**src/rtl/aes_sched_pkg.sv**
```systemverilog
// aes_sched_pkg: shared constants and FSM encoding for the
// AES core scheduler.
package aes_sched_pkg;

   localparam int NUM_CH = 2;
   localparam int BLK_W  = 128;

   localparam logic [2:0] ST_IDLE      = 3'd0;
   localparam logic [2:0] ST_KEY_LOAD  = 3'd1;
   localparam logic [2:0] ST_KEY_WAIT  = 3'd2;
   localparam logic [2:0] ST_DATA_LOAD = 3'd3;
   localparam logic [2:0] ST_CT_WAIT   = 3'd4;

   typedef enum logic [2:0] {
      S_IDLE      = ST_IDLE,
      S_KEY_LOAD  = ST_KEY_LOAD,
      S_KEY_WAIT  = ST_KEY_WAIT,
      S_DATA_LOAD = ST_DATA_LOAD,
      S_CT_WAIT   = ST_CT_WAIT
   } state_e;

endpackage

```
**src/rtl/aes_rr_arbiter.sv**
```systemverilog
// aes_rr_arbiter: 2-way round-robin arbiter, registered
// last-grant, one-hot grant output.
module aes_rr_arbiter
   import aes_sched_pkg::*;
(
   input  logic              clk_i,
   input  logic              rst_i,
   input  logic [NUM_CH-1:0] req_i,
   input  logic              en_i,
   output logic [NUM_CH-1:0] gnt_o
);

   logic last_q, last_d;

   // Grant decode: on a tie the channel that did not win last goes.
   always_comb begin
      gnt_o = '0;
      unique case (req_i)
         2'b01:   gnt_o = 2'b01;
         2'b10:   gnt_o = 2'b10;
         2'b11:   gnt_o = last_q ? 2'b01 : 2'b10;
         default: gnt_o = '0;
      endcase
      last_d = last_q;
      if (en_i && (|req_i)) begin
         last_d = gnt_o[1];
      end
   end

   // Last-grant register; reset to 1 so channel 0 wins the first tie.
   always_ff @(posedge clk_i) begin
      if (rst_i) begin
         last_q <= 1'b1;
      end else begin
         last_q <= last_d;
      end
   end

endmodule

```
**src/rtl/aes_core_scheduler.sv**
```systemverilog
// aes_core_scheduler: shares one AES_Top core between two channels.
// Define AES_SCHED_CBC_EN to enable per-channel CBC chaining.
module aes_core_scheduler
   import aes_sched_pkg::*;
#(
   parameter int TIMEOUT_CYCLES = 1024,
   parameter int TMR_W          = 16
) (
   input  logic              iClk,
   input  logic              iReset,
   input  logic [NUM_CH-1:0] iValid,
   input  logic [BLK_W-1:0]  iKey0,
   input  logic [BLK_W-1:0]  iKey1,
   input  logic [BLK_W-1:0]  iPt0,
   input  logic [BLK_W-1:0]  iPt1,
   output logic [NUM_CH-1:0] oAccept,
   output logic [BLK_W-1:0]  oCt,
   output logic [NUM_CH-1:0] oCtValid,
   output logic              oBusy,
   output logic              oErr,
   output logic [BLK_W-1:0]  oCoreData,
   output logic              oCoreLoadKey,
   output logic              oCoreLoadData,
   input  logic              iCoreReady,
   input  logic              iCoreCtValid,
   input  logic [BLK_W-1:0]  iCoreCt
);

   localparam logic [TMR_W-1:0] TMR_LAST = TMR_W'(TIMEOUT_CYCLES - 1);

   state_e            state_q, state_d;
   logic              g_q, g_d;
   logic [BLK_W-1:0]  key_q, key_d;
   logic              cached_q, cached_d;
   logic              kwfirst_q, kwfirst_d;
   logic [TMR_W-1:0]  tmr_q, tmr_d;
   logic [NUM_CH-1:0] acc_q, acc_d;
   logic [NUM_CH-1:0] ctv_q, ctv_d;
   logic [BLK_W-1:0]  ct_q, ct_d;
   logic [BLK_W-1:0]  cdata_q, cdata_d;
   logic              busy_q, busy_d;
   logic              err_q, err_d;
   logic              lk_q, lk_d;
   logic              ld_q, ld_d;

   logic [NUM_CH-1:0] gnt;
   logic              gsel;
   logic [BLK_W-1:0]  key_sel;
   logic [BLK_W-1:0]  pt_sel;
   logic [BLK_W-1:0]  blk;

   aes_rr_arbiter u_arb (
      .clk_i (iClk),
      .rst_i (iReset),
      .req_i (iValid),
      .en_i  (state_q == S_IDLE),
      .gnt_o (gnt)
   );

   // In IDLE the key compare uses the fresh grant, later the stored one.
   assign gsel    = (state_q == S_IDLE) ? gnt[1] : g_q;
   assign key_sel = gsel ? iKey1 : iKey0;
   assign pt_sel  = g_q ? iPt1 : iPt0;

`ifdef AES_SCHED_CBC_EN
   logic [NUM_CH-1:0][BLK_W-1:0] cv_q, cv_d;
   assign blk = pt_sel ^ cv_q[g_q];
`else
   assign blk = pt_sel;
`endif

   // Next-state and registered-output decode.
   always_comb begin
      state_d   = state_q;
      g_d       = g_q;
      key_d     = key_q;
      cached_d  = cached_q;
      kwfirst_d = 1'b0;
      tmr_d     = tmr_q;
      acc_d     = '0;
      ctv_d     = '0;
      ct_d      = ct_q;
      cdata_d   = cdata_q;
      err_d     = err_q;
      lk_d      = 1'b0;
      ld_d      = 1'b0;
`ifdef AES_SCHED_CBC_EN
      cv_d      = cv_q;
`endif
      unique case (state_q)
         S_IDLE: begin
            if (|gnt) begin
               g_d = gnt[1];
               if (cached_q && (key_sel == key_q)) begin
                  state_d = S_DATA_LOAD;
               end else begin
                  state_d = S_KEY_LOAD;
               end
            end
         end
         S_KEY_LOAD: begin
            if (iCoreReady) begin
               cdata_d   = key_sel;
               lk_d      = 1'b1;
               key_d     = key_sel;
               cached_d  = 1'b1;
               kwfirst_d = 1'b1;
               state_d   = S_KEY_WAIT;
`ifdef AES_SCHED_CBC_EN
               cv_d[g_q] = '0;
`endif
            end
         end
         S_KEY_WAIT: begin
            // The core may still show ready right after Load_Key.
            if (!kwfirst_q && iCoreReady) begin
               state_d = S_DATA_LOAD;
            end
         end
         S_DATA_LOAD: begin
            if (iCoreReady) begin
               cdata_d    = blk;
               ld_d       = 1'b1;
               acc_d[g_q] = 1'b1;
               tmr_d      = '0;
               state_d    = S_CT_WAIT;
            end
         end
         S_CT_WAIT: begin
            tmr_d = tmr_q + 1'b1;
            if (iCoreCtValid) begin
               ct_d       = iCoreCt;
               ctv_d[g_q] = 1'b1;
               state_d    = S_IDLE;
`ifdef AES_SCHED_CBC_EN
               cv_d[g_q]  = iCoreCt;
`endif
            end else if (tmr_q == TMR_LAST) begin
               err_d    = 1'b1;
               cached_d = 1'b0;
               state_d  = S_IDLE;
            end
         end
         default: state_d = S_IDLE;
      endcase
      busy_d = (state_d != S_IDLE);
   end

   // State and output registers with synchronous reset.
   always_ff @(posedge iClk) begin
      if (iReset) begin
         state_q   <= S_IDLE;
         g_q       <= 1'b0;
         key_q     <= '0;
         cached_q  <= 1'b0;
         kwfirst_q <= 1'b0;
         tmr_q     <= '0;
         acc_q     <= '0;
         ctv_q     <= '0;
         ct_q      <= '0;
         cdata_q   <= '0;
         busy_q    <= 1'b0;
         err_q     <= 1'b0;
         lk_q      <= 1'b0;
         ld_q      <= 1'b0;
`ifdef AES_SCHED_CBC_EN
         cv_q      <= '0;
`endif
      end else begin
         state_q   <= state_d;
         g_q       <= g_d;
         key_q     <= key_d;
         cached_q  <= cached_d;
         kwfirst_q <= kwfirst_d;
         tmr_q     <= tmr_d;
         acc_q     <= acc_d;
         ctv_q     <= ctv_d;
         ct_q      <= ct_d;
         cdata_q   <= cdata_d;
         busy_q    <= busy_d;
         err_q     <= err_d;
         lk_q      <= lk_d;
         ld_q      <= ld_d;
`ifdef AES_SCHED_CBC_EN
         cv_q      <= cv_d;
`endif
      end
   end

   assign oAccept       = acc_q;
   assign oCtValid      = ctv_q;
   assign oCt           = ct_q;
   assign oBusy         = busy_q;
   assign oErr          = err_q;
   assign oCoreData     = cdata_q;
   assign oCoreLoadKey  = lk_q;
   assign oCoreLoadData = ld_q;

endmodule

```
**config.mk**
```make
export PLATFORM = sky130hd
export DESIGN_NAME = aes_core_scheduler
export DESIGN_NICKNAME = d
export VERILOG_FILES = /design/src/rtl/aes_sched_pkg.sv /design/src/rtl/aes_rr_arbiter.sv /design/src/rtl/aes_core_scheduler.sv
export SDC_FILE = /design/constraint.sdc
export NUM_CORES = 1
export LEC_CHECK = 0
export ABC_CLOCK_PERIOD_IN_PS = 6400
export CAP_MARGIN = 20
export CORE_AREA = 2 2 351 353
export CTS_CLUSTER_SIZE = 24
export DETAILED_ROUTE_END_ITERATION = 10
export DIE_AREA = 0 0 353 355
export GPL_ROUTABILITY_DRIVEN = 0
export PLACE_DENSITY = 0.49
export SLEW_MARGIN = 20
export SYNTH_ARGS = -nofsm -noshare
export SYNTH_HDL_FRONTEND = slang
export SYNTH_SLANG_ARGS = --single-unit
```
**constraint.sdc**
```tcl
create_clock -name iClk -period 6.4 [get_ports iClk]
set_input_delay 0.64 -clock iClk [delete_from_list [all_inputs] [get_ports iClk]]
set_output_delay 0.64 -clock iClk [all_outputs]
set_load 0.03 [all_outputs]
```
==> results.cfg <==
[status]
status = completed

[routing]
drt_iter0_drc = 1606
drcViolationCount = 0
postRouteAntennaNets = 0
via_count = 22268
wirelength_um = 146600
routedWlPerCell_um = 29.73
vias_per_cell = 4.517
dr.pass1.iters = 5

[placement]
dp_worst_setup_slack_ns = 1.568
placement.io_buffers = 909
dpl.hpwl_um = 119400
post_dp_cell_area_um2 = 30680

[power_and_ir_drop]
max-vdd-ir-drop_mv = 0.1899
leakagePower_uw = 0.01070
p_total_uw = 8135
power.density_nw_per_um2 = 249.1

[critical_path]
r2r_end = state_q[1]$_SDFF_PP0_
end_kind = flip-flop
cpMaxStageDelayCell = mux2i_1
ff2ff_setup_slack_ns = 1.98
ff2ff_path_depth = 9
critPathKind = flip-flop to flip-flop
cpLargestDelayFamily = compound AO/OA/AOI/OAI gates
cp.required_ns = 6.95
cp.arrival_ns = 4.97
cp_cell_sequence = or3_1 > o21ai_4 > buf_12 > mux2i_1 > o22ai_1 > a221oi_1 > nand3_1 > or4_1 > o31ai_1
regToRegStartpoint = state_q[1]$_SDFF_PP0_
cp-start-kind = flip-flop
critPathBufInv = 1
crit_fanout = 60
cpPeakStageDelay_ns = 0.76

[synth]
synth_top_area_frac = 0.4168
yosysUniqueCellTypes = 57
synth_ff_type = dfxtp_1
ys_top_cells_by_count = 414 x dfxtp_1, 389 x a211oi_1, 310 x nor2_1
synth_area_um2 = 19880
yosysMostFrequentCell = dfxtp_1
syn-num-nets = 3087
yosys_warnings = 0
synth_edf_count = 0
synth-seq-cells = 414
syn_area_per_cell_um2 = 8.149
seq_area_frac_synth = 0.4168
ys_top_cells_by_area = dfxtp_1 42%, a211oi_1 15%, a21oi_1 6.9%, nor2_1 5.9%, mux2i_1 5.7%
synth_top_area_cell = dfxtp_1
synthCells = 2440
synthArstFlopShare = 0

[layout]
nFillCells = 13154
final_layout_size_suffix_gt1_frac = 0.04888
final_nets = 3894
design_area_um2 = 32650
multi_input_area_um2 = 10610
seq_area_um2 = 8292
area_delta_synth_final_pct = 64.23

[sta]
setup_violations = 0
hold_viol = 0
final_max_slew_viol_count = 0
period_needed_ns = 4.424
worstMarginPinSlew_ns = 1.207
fmax_mhz = 226.0
clock-skew-final_ns = 0.03364
rsz0062_at_grt = false
slew_headroom = 0.1952
fin_ws_ns = 1.976
period_share = 0.6913
fin_setup_tns_ns = 0

[floorplanning]
fp.dieArea_um2 = 125300
core_area_um2 = 121400
row_count = 128
fp.dieW_um = 353
ios = 910
die_h_um = 355
start_util = 0.1638

[clocking]
cts_hold_buf = 0
cts_root_buffer = clkbuf_16
clk_pin_slew_ns = 0.06
post_cts_buffers = 0
htreeDepth = 2
clock_latency_ns = 0.67
cts_resized = 0
numCtsBuffers = 55
clockBufferDepth = 3
clkSinkCount = 414
cts_tree = built

[flow_run]
drv_cap = 0

[global_route]
gr-total-overflow = 0
grtUsageTotal = 0.2237
antenna_found_initial = 60
grt_max_degree = 177
grt_pass1_wl_um = 194400
grt_pass1_vias = 21529

[worst_hold_path]
min_to = oCoreData[14]$_SDFFE_PP0P_
hold_class = input pin to flip-flop
hold_depth = 2
holdCritStartpoint = iReset
## cell usage in the layout (no fill, tap or decap), types with 6 or more instances in the layout
master	count
clkbuf_16	55
nand3_1	14
nor3_1	10
o22ai_1	25
o221ai_1	6
a21oi_1	276
clkdlybuf4s50_1	908
o2bb2ai_1	12
o211ai_1	15
nor4_1	20
dfxtp_1	413
xor2_1	21
buf_12	7
o21ai_0	9
nand4_1	11
mux2i_1	113
buf_4	44
nand2_1	277
a211oi_1	389
diode_2	11
nor2_1	309
inv_1	37
a22oi_1	11
a21boi_0	7
xnor2_1	48
nor2b_1	130
bufinv_16	8
clkinv_2	14
clkbuf_8	7
clkbuf_1	10
## power by group
group	leakage (uW)	internal (uW)	switching [uW]
registers	0.00337	2720	109
logic	0.00638	822	1100
clock network	0.000956	2000	1380
total	0.0107	5540	2590
## final cells by class
cell class | count | share of cell area
multi-input cells | 1778 | 0.3250
repair buffers | 961 | 0.2941
flip-flops and latches | 414 | 0.2539
well taps | 1625 | 0.06227
clock buffers | 72 | 0.04625
clock inverters | 32 | 0.01341
inverters | 37 | 0.004253
diodes | 11 | 0.0008430
## worst max-delay path by stage
| stage | from | end | slack [ns] | depth (start not counted) |
|---|---|---|---|---|
| floorplan | state_q[1]$_SDFF_PP0_ | state_q[1]$_SDFF_PP0_ | 3.45 | 12 |
| global placement | iValid[1] | state_q[1]$_SDFF_PP0_ | 1.64 | 10 |
| detailed placement | iValid[1] | state_q[1]$_SDFF_PP0_ | 1.57 | 10 |
| CTS | state_q[1]$_SDFF_PP0_ | state_q[1]$_SDFF_PP0_ | 1.98 | 9 |
| global route | state_q[1]$_SDFF_PP0_ | state_q[1]$_SDFF_PP0_ | 1.76 | 9 |
| finish | state_q[1]$_SDFF_PP0_ | state_q[1]$_SDFF_PP0_ | 1.98 | 9 |
## per-layer routing
metal,up-vias,share of wire,GRT usage
met5,-,0.0035,0
met4,74,0.023,0.04715
met3,213,0.084,0.08169
met2,906,0.49,0.3915
met1,10669,0.40,0.2604
li1,10406,-,-
## flip-flops by register name (all words and copies together) (netlist names)
signal         cells
g_q                1
oCoreLoadKey       1
state_q            3
oCtValid           2
oCoreLoadData      1
oAccept            2
key_q            128
oCoreData        128
cached_q           1
tmr_q             16
oBusy              1
oErr               1
u_arb.last_q       1
oCt              128
## metrics by stage
stage | instances | hold WS, ns | utilization
after detailed placement | 4815 | 0.4461 | 0.2527
after floorplan | 2440 | 0.4466 | -
final | 4930 | 0.3502 | 0.2690
after CTS | 4919 | 0.3125 | 0.2687
after global routing | 4919 | 0.3577 | 0.2687
after global placement | 4813 | 0.4423 | 0.2523
## logic make-up (layout without fill, tap and decap cells)
logic type | Yosys count | after routing | share of synthesized area
AND/OR/NAND/NOR | 800 | 800 | 0.1766
multiplexers | 116 | 116 | 0.05859
adder cells (fa/ha/maj) | 1 | 1 | 0.0006292
buffers and inverters | 248 | 1102 | 0.05141
flip-flops | 414 | 414 | 0.4168
other | 0 | 11 | 0
XOR/XNOR | 69 | 69 | 0.03039
AO/OA/AOI/OAI | 792 | 792 | 0.2655
No activity file was read; power rests on OpenSTA's default activity.
